### src/rtl/des_pkg.sv
// Shared DES constants, the S-box sequencer state type and the chunk-index helper.
package des_pkg;

  localparam int NUM_SBOX   = 8;
  localparam int SBOX_IN_W  = 6;
  localparam int SBOX_OUT_W = 4;
  localparam int DES_HALF_W = 32;
  localparam int DES_EXP_W  = 48;
  localparam int SEL_W      = 3;

  typedef logic [SEL_W-1:0] sbox_sel_t;

  // Chunk 0 (S1) sits in the most significant slot of the packed words.
  localparam sbox_sel_t LAST_SBOX = sbox_sel_t'(NUM_SBOX - 1);

  typedef enum logic [1:0] {
    IDLE = 2'd0,
    RUN  = 2'd1,
    DONE = 2'd2
  } sched_state_t;

  function automatic sbox_sel_t chunk_idx(input int cnt, input int lane, input int lanes);
    return sbox_sel_t'(cnt * lanes + lane);
  endfunction

endpackage

### src/rtl/des_sbox_rom.sv
// Combinational DES S-box lookup, table S1..S8 chosen by i_sel.
// Row = {c[5], c[0]}, column = c[4:1]; each table is stored row-major, entry 0 leftmost.
module des_sbox_rom
  import des_pkg::*;
(
  input  logic [SEL_W-1:0]      i_sel,
  input  logic [SBOX_IN_W-1:0]  i_in,
  output logic [SBOX_OUT_W-1:0] o_out
);

  localparam int TBL_W = 64 * SBOX_OUT_W;

  logic [5:0]       addr;
  logic [TBL_W-1:0] tbl;

  assign addr = {i_in[5], i_in[0], i_in[4:1]};

  always_comb begin
    tbl = '0;
    unique case (i_sel)
      3'd0: tbl = 256'hE4D12FB83A6C5907_0F74E2D1A6CB9538_41E8D62BFC973A50_FC8249175B3EA06D;
      3'd1: tbl = 256'hF18E6B34972DC05A_3D47F28EC01A69B5_0E7BA4D158C6932F_D8A13F42B67C05E9;
      3'd2: tbl = 256'hA09E63F51DC7B428_D709346A285ECBF1_D6498F30B12C5AE7_1AD069874FE3B52C;
      3'd3: tbl = 256'h7DE3069A1285BC4F_D8B56F03472C1AE9_A690CB7DF13E5284_3F06A1D8945BC72E;
      3'd4: tbl = 256'h2C417AB6853FD0E9_EB2C47D150FA3986_421BAD78F9C5630E_B8C71E2D6F09A453;
      3'd5: tbl = 256'hC1AF92680D34E75B_AF427C9561DE0B38_9EF528C3704A1DB6_432C95FABE17608D;
      3'd6: tbl = 256'h4B2EF08D3C975A61_D0B7491AE35C2F86_14BDC37EAF680592_6BD814A7950FE23C;
      default: tbl = 256'hD2846FB1A93E50C7_1FD8A374C56B0E92_7B419CE206ADF358_21E74A8DFC90356B;
    endcase
  end

  assign o_out = SBOX_OUT_W'(tbl >> {6'd63 - addr, 2'b00});

endmodule

### src/rtl/des_sbox_sched.sv
// DES 48->32 substitution on LANES shared S-box ROMs; o_valid rises NUM_SBOX/LANES cycles after accept.
// Result is held in DONE until i_ready; o_ready follows i_ready there so words can run back to back.
module des_sbox_sched
  import des_pkg::*;
#(
  parameter int LANES = 2
) (
  input  logic                  i_clk,
  input  logic                  i_rst,
  input  logic [DES_EXP_W-1:0]  i_data,
  input  logic                  i_valid,
  output logic                  o_ready,
  output logic [DES_HALF_W-1:0] o_data,
  output logic                  o_valid,
  input  logic                  i_ready,
  output logic                  o_busy
);

  localparam int STEPS = NUM_SBOX / LANES;
  localparam int CNT_W = (STEPS > 1) ? $clog2(STEPS) : 1;
  localparam logic [CNT_W-1:0] CNT_LAST = CNT_W'(STEPS - 1);

  if (!(LANES == 1 || LANES == 2 || LANES == 4 || LANES == 8)) begin : g_lanes_check
    $error("des_sbox_sched: LANES must be 1, 2, 4 or 8");
  end

  sched_state_t                         state_q, state_d;
  logic [CNT_W-1:0]                     cnt_q, cnt_d;
  logic [NUM_SBOX-1:0][SBOX_IN_W-1:0]   data_q, data_d;
  logic [NUM_SBOX-1:0][SBOX_OUT_W-1:0]  res_q, res_d;
  sbox_sel_t                            lane_idx [LANES];
  logic [SBOX_OUT_W-1:0]                lane_out [LANES];

  for (genvar j = 0; j < LANES; j++) begin : g_lane
    assign lane_idx[j] = chunk_idx(int'(cnt_q), j, LANES);
    des_sbox_rom u_rom (
      .i_sel (lane_idx[j]),
      .i_in  (data_q[LAST_SBOX - lane_idx[j]]),
      .o_out (lane_out[j])
    );
  end

  assign o_valid = (state_q == DONE);
  assign o_busy  = (state_q != IDLE);
  assign o_data  = res_q;

  always_comb begin
    state_d = state_q;
    cnt_d   = cnt_q;
    data_d  = data_q;
    res_d   = res_q;
    o_ready = 1'b0;
    unique case (state_q)
      IDLE: o_ready = 1'b1;
      RUN: begin
        for (int j = 0; j < LANES; j++) begin
          res_d[LAST_SBOX - lane_idx[j]] = lane_out[j];
        end
        if (cnt_q == CNT_LAST) begin
          cnt_d   = '0;
          state_d = DONE;
        end else begin
          cnt_d = cnt_q + CNT_W'(1);
        end
      end
      DONE: begin
        o_ready = i_ready;
        if (i_ready) state_d = IDLE;
      end
      default: state_d = IDLE;
    endcase
    // A capture in DONE overrides the return to IDLE: output and input handshake share the edge.
    if (i_valid && o_ready) begin
      data_d  = i_data;
      res_d   = '0;
      cnt_d   = '0;
      state_d = RUN;
    end
  end

  always_ff @(posedge i_clk) begin
    if (i_rst) begin
      state_q <= IDLE;
      cnt_q   <= '0;
      data_q  <= '0;
      res_q   <= '0;
    end else begin
      state_q <= state_d;
      cnt_q   <= cnt_d;
      data_q  <= data_d;
      res_q   <= res_d;
    end
  end

endmodule

### config.mk
export PLATFORM = sky130hd
export DESIGN_NAME = des_sbox_sched
export DESIGN_NICKNAME = d
export VERILOG_FILES = /design/src/rtl/des_pkg.sv /design/src/rtl/des_sbox_rom.sv /design/src/rtl/des_sbox_sched.sv
export SDC_FILE = /design/constraint.sdc
export NUM_CORES = 1
export LEC_CHECK = 0
export BUFFER_PORTS_ARGS = -buffer_cell sky130_fd_sc_hd__buf_2
export CORE_ASPECT_RATIO = 0.7
export CORE_MARGIN = 4
export CORE_UTILIZATION = 26
export CTS_CLUSTER_DIAMETER = 30
export DETAILED_ROUTE_END_ITERATION = 6
export SETUP_SLACK_MARGIN = 0.1
export SYNTH_ARGS = -nofsm -noshare
export SYNTH_HDL_FRONTEND = slang
export SYNTH_SLANG_ARGS = --single-unit
### constraint.sdc
create_clock -name i_clk -period 9 [get_ports i_clk]
set_clock_uncertainty 0.2 [all_clocks]
set_input_delay 0.9 -clock i_clk [delete_from_list [all_inputs] [get_ports i_clk]]
set_output_delay 0.9 -clock i_clk [all_outputs]
set_load 0.01 [all_outputs]
---- Word-level counts from Yosys, hierarchy flattened ----
Cells that the tools add are included.
storage, ports and cells
  output and inout bits ................... 35
  word-level logic and storage cells ...... 76
  register bits ........................... 84
cells by class
  shifts and indexed selects .............. 2
  $lt $le $gt $ge ......................... 4
  add/sub/neg operators ................... 6
  equality and inequality tests ........... 16
  mux-type cells .......................... 18
  reductions and logical operators ........ 10
  bitwise logic cells ..................... 1
operator list
  operator                                                            count
  case mux 256 bit (7 select lines)                                   1
  case mux 256 bit (4 select lines)                                   1
  right shift 256 x 8 -> 4 bit                                        2
  bitwise mux 32 bit                                                  2
  binary-select mux 6 bit (select 3 bit)                              2
  demux 4 bit (select 3 bit)                                          2
  two-way mux 6 bit                                                   2
  subtractor 6 bit (first input constant)                             2
  == test 3 bit (second input constant)                               3
  < comparator 3 x 4 -> 1 bit (second input constant)                 2
  two-way mux 4 bit                                                   2
  == test 2 bit (second input constant)                               3
  == test 3 x 2 -> 1 bit (second input constant)                      2
  greater-or-equal comparator 3 x 1 -> 1 bit (second input constant)  2
  logical NOT 3 bit                                                   2
  two-way mux 2 bit                                                   3
  case mux 2 bit (3 select lines)                                     1
  AND reduction 3 bit                                                 2
  subtractor 3 bit (first input constant)                             2
  == test 2 x 1 -> 1 bit (second input constant)                      2
  inequality test 2 bit (second input constant)                       2
  adder 3 x 1 -> 3 bit (second input constant)                        1
  == test 3 x 1 -> 1 bit (second input constant)                      1
  logical AND 1 bit                                                   3
  10 further kinds                                                    10

---- Depth between registers and ports, before layout ----
Gate-level depths: netlist of the first run.
  depth in word-level cells ............... 7
  depth in mapped cells ................... 15

---- Cells and area by module ----
From an unflattened synthesis of the first run, not the netlist that was laid out.
unflattened totals
  cell total of the unflattened synthesis .. 1577
  area, all modules ....................... 11134.4 um^2
modules (own cells, without submodules)
  module                          instances  area an instance (um^2)  cells an instance  seq. area each (um^2)
  des_sbox_rom (g_lane[1].u_rom)  1          3877.5                   613                0.0
  des_sbox_rom (g_lane[0].u_rom)  1          3646.0                   604                0.0
  des_sbox_sched                  1          3611.0                   360                1681.6

---- Worst setup path before layout of the first run ----
No wires, ideal clock.
  path type ............................... register -> register
  from .................................... register cnt_q[1]
  to ...................................... register res_q, in the netlist o_data[7]
  data arrival time ....................... 3.222 ns
  buffers on the path ..................... 5
  cell stages (with the launch flop) ...... 14
  setup time .............................. 0.070 ns
  required time ........................... 8.730 ns
  slack ................................... 5.508 ns
  period minus slack after synthesis ...... 3.492 ns
  path through ............................ dfxtp_1 > buf_2 > inv_2 > buf_1 > ha_1 > clkbuf_1 > buf_1 > clkbuf_1 > nor2_1 > o311ai_0 > o21ai_0 > a211oi_1 > a21oi_2 > a21oi_1
on the way
  cells in the longest elaborated chain, start to end .. 7
  elaborated cells between the ends (all ways) .. 36
  those cells by class .................... 5 x add/sub; 4 x order compare; 9 x eq/ne; 2 x shift; 12 x mux; 4 x reduce/logical
ends and longest elaborated chain
  what                                                                   line                                                       text
  from (decl)                                                            des_sbox_sched.sv:28                                       logic [CNT_W-1:0] cnt_q, cnt_d;
  from (signal assigned)                                                 des_sbox_sched.sv:89                                       cnt_q <= cnt_d;
  adder 3 x 1 -> 3 bit or subtractor 3 bit (tied branches)               des_pkg.sv:23, des_sbox_sched.sv:38, des_sbox_sched.sv:57
  subtractor 3 bit, or another cell as far along                         des_sbox_sched.sv:38, des_sbox_sched.sv:57
  binary-select mux 6 bit (select 3 bit), or another cell as far along   des_sbox_sched.sv:38                                       .i_in (data_q[LAST_SBOX - lane_idx[j]]),
  two-way mux 6 bit (implied by the code), or another cell as far along  des_sbox_sched.sv:38
  subtractor 6 bit, or another cell as far along                         des_sbox_rom.sv:32                                         assign o_out = SBOX_OUT_W'(tbl >> {6'd63 - addr, 2'b00});
  right shift 256 x 8 -> 4 bit, or another cell as far along             des_sbox_rom.sv:32
  bitwise mux 32 bit (*)                                                 des_sbox_sched.sv:57                                       res_d[LAST_SBOX - lane_idx[j]] = lane_out[j];
  to (signal assigned)                                                   des_sbox_sched.sv:91                                       res_q <= res_d;
  to (decl)                                                              des_sbox_sched.sv:30                                       logic [NUM_SBOX-1:0][SBOX_OUT_W-1:0] res_q, res_d;
Every way passes the cells marked *; elsewhere a longest branch is shown, timed or not. The select of a mux whose other input is x is not followed.
A chain may end at the register's enable or synchronous reset.

---- Worst setup path after layout of the first run ----
  from .................................... register cnt_q[0]
  to ...................................... register res_q, in the netlist o_data[1]
The elaborated chain is that of the path after synthesis.

==> metrics.txt, run 1 <==
CTS resizes 0; Num CTS Buffers 9; count of filler cells inserted in the layout ~3,100; total number of clock tree sinks 84; proportion of synthesized chip area in sequential cells 0.2180; worst hold-check path type register to register; Syn Area/Cell 7.037 µm²; count of synthesis-stage warnings from yosys 0; floorplan die area about 0.033 mm²; Area growth, synth to finish 10.45%; total core area between 0.02 and 0.03 mm²; Final Cycle Share 0.5134; tightest hold margin between 0.2 and 0.3 ns; Clock Tree Buf Depth 2; leading cell types in the layout, fill and taps excluded nand2_1 (183), a21oi_1 (142), o21ai_0 (88), buf_2 (86), dfxtp_1 (83); count of cell types in the netlist 76; Critical path origin cnt_q[0]$_SDFFE_PP0P_; root buf cell clkbuf_16; count of buffers inserted at the top-level ports 86; routability congestion estimate between 0.9 and 1; Worst Path Class, Setup register to register; worst skew pair latency 0.34 ns; global-route wire length before repair about 48,000 µm; GRT Overall Usage 0.1852; cts hold-fix bufs 0; Max-Cap Viols 0; unrepaired setup endpoints after global routing false; data required time of the worst path a little over 9 ns; area post-placement about 0.0082 mm²; worst relative slew slack 0.2549; number of cells in the design after placement between 1,000 and 1,500; CP startpoint kind register; number of nets in the finished design ~1,200; number of antenna diodes 0; Iter 0 DRT Violations between 1,000 and 1,500; Final ANT Viol Nets 0; wire length per cell between 20 and 25 µm; flip-flop and latch count after synthesis 84; highest fanout seen on the critical path 54; final-report setup violation count 0; Achievable Freq between 0.2 and 0.25 GHz; fin util 0.2929; Crit. End Element register; total number of vias 8,914; pin count of the biggest net entering global routing 70; number of global-route vias before repair slightly above 8,000; Post-CTS Setup Repair Bufs 0; endpoint of the lowest-slack register-to-register path o_data[1]$_SDFFE_PP0P_; number of antenna violations at the first check in global routing 0; dpl hpwl 21,880 µm; drt drc 0; number of enable-type register cells in the synthesized netlist 0; PwrDens around 140 mW/mm²; Final Instance Count excl. Fillers between 1,000 and 1,500; final setup TNS 0 ns; number of hold violations in the final report 0; CTS HTree Levels 3; detailed-router iteration count before antenna repair 6; width of the chip 213.9 µm; Net Count, Synth about 1,200; result of the run completed; Starting Density 0.2652; Pleak ~3 nW; Die H 152.1 µm; shortest clock period the worst path allows after layout 4.620 ns; cell area after synthesis a little under 0.008 mm²; Reg2Reg Depth 11; WP data arrival 4.69 ns; final routed wirelength across all metal layers about 31,000 µm; Boundary Pins between 80 and 90; reg-to-reg critical path startpoint cnt_q[0]$_SDFFE_PP0P_; post-CTS clock slew at the launch and capture registers of the worst setup and hold paths approximately 0.06 ns; Setup crit end o_data[1]$_SDFFE_PP0P_; register-to-register path setup slack approximately 4.4 ns; Tightest Pin Transition ~1.1 ns; DR vias/cell 6.019; ys flop type dfxtp_1; overflow left after global routing 0; TritonCTS clock tree done; commonest non-fill, non-tap cell in the layout nand2_1; gate count of the mapped netlist 1,096; Non-Filler Cell Area, Final around 0.0085 mm²; worst vdd ir 82.35 µV; row cnt 52; asr flop ratio synth 0; share of post-route cells with drive strength above 1 0.1587; Final Max Tran Viols 0
-- report_power, final --
group | internal (W) | leakage [nW] | switching (W)
Sequential | 0.000389 | 0.686 | 0.0000166
Combinational | 0.000142 | 2.20 | 0.000278
Clock | 0.000205 | 0.143 | 0.000160
-- cell type report --
| class | instances | area [µm²] | share of cell area |
|---|---|---|---|
| Multi-Input combinational cell | 883 | 5449 | 0.6397 |
| Sequential cell | 84 | 1683 | 0.1976 |
| Timing Repair Buffer | 102 | 550.5 | 0.06463 |
| Tap cell | 378 | 473.0 | 0.05552 |
| Clock buffer | 11 | 252.7 | 0.02967 |
| Inverter | 18 | 67.56 | 0.007932 |
| Clock inverter | 5 | 42.54 | 0.004994 |
-- synthesized netlist by cell type (14+ instances only) --
master,instances,area (µm²)
buf_2,24,120.1
a211oi_1,27,202.7
nor2_1,78,292.8
nand3_1,30,150.1
mux2i_1,22,220.2
o22ai_1,14,87.58
nor3_1,26,130.1
a21oi_1,142,710.7
o211ai_1,16,120.1
dfxtp_1,84,1682
clkbuf_1,62,232.7
nand2_1,183,686.9
mux4_2,18,405.4
mux2_2,14,157.7
o21ai_0,88,440.4
-- worst max-delay path, cell delays in order (launching register included) --
cell and delay [ns]:
dfxtp_2 0.33, buf_4 0.60, ha_1 0.26, buf_4 0.41
clkinv_1 0.74, ha_1 0.64, nand2_1 0.11, o311ai_0 0.23
o311a_1 0.19, a211o_1 0.23, a311o_1 0.43, o21ai_1 0.16
-- how the worst min path moves through the flow --
stage,startpoint,endpoint,slack (ns),depth (start not counted)
floorplan,data_q[12]$_SDFFE_PP0P_,data_q[12]$_SDFFE_PP0P_,0.23,2
global placement,data_q[0]$_SDFFE_PP0P_,data_q[0]$_SDFFE_PP0P_,0.24,2
detailed placement,data_q[30]$_SDFFE_PP0P_,data_q[30]$_SDFFE_PP0P_,0.25,2
CTS,o_data[18]$_SDFFE_PP0P_,o_data[18]$_SDFFE_PP0P_,0.26,2
global route,data_q[0]$_SDFFE_PP0P_,data_q[0]$_SDFFE_PP0P_,0.29,2
finish,o_data[18]$_SDFFE_PP0P_,o_data[18]$_SDFFE_PP0P_,0.26,2
-- sequential cells by signal (all words and copies together), names as in the netlist --
signal   cells
state_q      2
data_q      48
cnt_q        2
o_data      32
-- layer usage --
metal | track usage | share of wire | up-vias
li1 | - | - | 4079
met1 | 0.2757 | 0.44 | 4192
met2 | 0.2683 | 0.43 | 566
met3 | 0.03957 | 0.10 | 77
met4 | 0.05117 | 0.026 | 0
met5 | 0 | 0 | -
-- metrics by stage --
stage	power, W	worst slack [ns]
floorplan	0.0007069	5.508
global placement	0.0008260	4.441
detailed placement	0.0008189	4.429
CTS	0.001188	4.394
global route	0.001252	4.199
finish	0.001191	4.380
-- cell families after synthesis --
logic type	after synthesis	synth area share
xor+xnor	3	0.003408
flops	84	0.2180
mux	57	0.1082
buf+inv	129	0.07641
fa+ha+maj	12	0.02141
simple gates	394	0.2278
compound gates	417	0.3447
Power figures use the tool's default switching activity.
==> run 2, diff against run 1 <==
==> constraint.sdc (replaced) <==
create_clock -name i_clk -period 3.8 [get_ports i_clk]
set_clock_uncertainty 0.2 [all_clocks]
set_input_delay 0.38 -clock i_clk [delete_from_list [all_inputs] [get_ports i_clk]]
set_output_delay 0.38 -clock i_clk [all_outputs]
set_load 0.01 [all_outputs]
==> run 2 against run 1 <==
  * Clock power rose by 150%
  * Fmax rose by 30%
  * Critical path depth fell by 1
  * Via count increased by 3.4%
  * Clock-buffer cell count down 1
  * Final area increased by 5.2%
  * First-iteration DRC count increased by 17%
  * Cell count grew 3.6%
  * Sequential power is 140% higher
  * Global-route usage is 1.2 points higher
  * Utilization is 1.5 points higher
==> metrics.txt, run 2 (same netlist as run 1, synthesis figures left out) <==
Crit. End Element register; total number of clock tree sinks 84 (unchanged); row cnt 52 (unchanged); drt drc 0 (unchanged); Final Max Tran Viols 0 (unchanged); shortest clock period the worst path allows after layout 3.563 ns (-1.057 ns); crit path cell chain buf_4, mux4_2, buf_4, xnor2_1, o21ai_0, o2111ai_1, o311ai_1, o211ai_1, nand3_1, a21oi_1; Most common cell on crit path buf_4; total number of vias 9,218 (+3.4%); CP startpoint kind register; number of antenna violations at the first check in global routing 0 (unchanged); pin count of the biggest net entering global routing 51 (-27%); highest fanout seen on the critical path 20 (-63%); PwrDens 328.7 mW/mm² (+140%); Final Cycle Share 0.9377 (+0.4244); fin util 0.3082 (+0.01532); TritonCTS clock tree done; worst relative slew slack 0.4727 (+0.2178); Biggest register data_q; data required time of the worst path 3.88 ns (-5.19 ns); Die H 152.1 µm (unchanged); final setup TNS 0 ns (unchanged); final-report setup violation count 0 (unchanged); Reg2Reg Depth 10 (-1); Final ANT Viol Nets 0 (unchanged); width of the chip 213.9 µm (unchanged); global-route wire length before repair 51,120 µm (+5.7%); Area growth, synth to finish 16.22%; GRT Overall Usage 0.1975 (+0.01229); Num CTS Buffers 9 (unchanged); Tightest Pin Transition 0.7901 ns (-0.3276 ns); result of the run completed; tightest hold margin 0.05994 ns (-0.1968 ns); routability congestion estimate 1.033 (+3.6%); CTS resizes 0 (unchanged); worst vdd ir 216.4 µV (+160%); Worst Hold Launch i_data[30]; overflow left after global routing 0 (unchanged); Starting Density 0.2652 (unchanged); DR vias/cell 6.009 (-0.16%); root buf cell clkbuf_16; Post-CTS Setup Repair Bufs 0 (unchanged); register-to-register path setup slack 0.24 ns (-4.14 ns); commonest non-fill, non-tap cell in the layout nand2_1; WP data arrival 3.64 ns (-1.05 ns); cts hold-fix bufs 0 (unchanged); wire length per cell 21.72 µm (+2.7%); endpoint of the lowest-slack register-to-register path o_data[26]$_SDFFE_PP0P_; floorplan die area 0.03253 mm² (unchanged); reg-to-reg critical path startpoint cnt_q[1]$_SDFFE_PP0P_; Worst Path Class, Setup register to register; total power after layout 0.002946 W (+150%); Boundary Pins 87 (unchanged); share of post-route cells with drive strength above 1 0.1964 (+0.03771); Pleak 3.318 nW (+9.5%); cell with the largest stage delay on the worst path o211ai_1; worst skew pair latency 0.35 ns (about the same); count of filler cells inserted in the layout 3,113 (-1.1%); post-CTS clock slew at the launch and capture registers of the worst setup and hold paths 0.07 ns (about the same); number of flip-flops in the largest register 48 (unchanged); detailed-router iteration count before antenna repair 7 (+1); Iter 0 DRT Violations 1,384 (+17%); longest individual stage delay on the worst path 0.46 ns (-0.28 ns); count of buffers inserted at the top-level ports 86 (unchanged); number of antenna diodes 0 (unchanged); worst hold-check path type primary input to register; CTS HTree Levels 3 (unchanged); dpl hpwl 24,610 µm (+12%); Clock Tree Buf Depth 2 (unchanged); unrepaired setup endpoints after global routing false; leading cell types in the layout, fill and taps excluded nand2_1 (183), a21oi_1 (142), o21ai_0 (88), buf_2 (86), dfxtp_1 (83); total core area 0.02908 mm² (unchanged); Min-Delay Path Depth 3 (+1); Achievable Freq 0.2806 GHz (+30%); number of global-route vias before repair 8,563 (+5.8%); number of nets in the finished design 1,216 (+4.6%); Max-Cap Viols 0 (unchanged); Endpoint, Worst Hold data_q[30]$_SDFFE_PP0P_; number of hold violations in the final report 0 (unchanged); final routed wirelength across all metal layers 33,330 µm (+6.4%)
run 2: changes by cell type in the layout (fill, tap and decap cells not counted):
cell       change
mux2i_2        -1
buf_12         +3
clkbuf_8       -1
bufinv_16      +1
buf_4         +51
clkinv_4       -2
clkinv_2       +1
dfxtp_2        -1
dfxtp_4        +1
mux2i_1        +1
run 2: worst max-delay path, delay by kind of cell (launching register included):
kind | cells | cell delay [ns]
compound gates | 5 | 1.30
xor+xnor | 1 | 0.32
buf+inv | 2 | 0.57
flops | 1 | 0.45
mux | 1 | 0.45
simple gates | 1 | 0.19
run 2: worst max-delay path by stage:
stage | start | end | slack, ns
floorplan | cnt_q[1]$_SDFFE_PP0P_ | o_data[7]$_SDFFE_PP0P_ | 0.31
global placement | cnt_q[0]$_SDFFE_PP0P_ | o_data[26]$_SDFFE_PP0P_ | 0.24
detailed placement | cnt_q[0]$_SDFFE_PP0P_ | o_data[26]$_SDFFE_PP0P_ | 0.29
CTS | cnt_q[0]$_SDFFE_PP0P_ | o_data[26]$_SDFFE_PP0P_ | 0.26
global route | cnt_q[1]$_SDFFE_PP0P_ | o_data[26]$_SDFFE_PP0P_ | 0.10
finish | cnt_q[1]$_SDFFE_PP0P_ | o_data[26]$_SDFFE_PP0P_ | 0.24
run 2: routing by layer:
metal  vias up  GRT usage  wire length, µm
li1       4185          -                -
met1      4310     0.2883            14560
met2       616     0.2854            14210
met3       107    0.04514             3495
met4         0    0.06518             1064
met5         -          0                0
run 2: area by class of cell:
type / instances / area (µm²) / share of cell area
multi-input cells: 883 / 5445 / 0.6075
flip-flops and latches: 84 / 1685 / 0.1880
repair buffers: 156 / 993.5 / 0.1108
well taps: 378 / 473.0 / 0.05276
clock buffers: 10 / 239.0 / 0.02666
inverters: 18 / 67.56 / 0.007538
clock inverters: 5 / 60.06 / 0.006700
run 2: per-stage QoR:
stage | cell area (µm²) | setup slack [ns] | std cells
2_1_floorplan | 7712 | 0.3084 | 1096
3_3_place_gp | 8662 | 0.2386 | 1519
3_5_place_dp | 8662 | 0.2851 | 1519
4_1_cts | 8961 | 0.2646 | 1534
5_1_grt | 8964 | 0.1008 | 1534
6_report | 8964 | 0.2366 | 1534
run 2: where the power goes:
part | switching, W | internal (W) | total (W)
logic | 0.000689 | 0.000388 | 0.00108
clock network | 0.000378 | 0.000527 | 0.000906
registers | 0.0000428 | 0.000920 | 0.000963
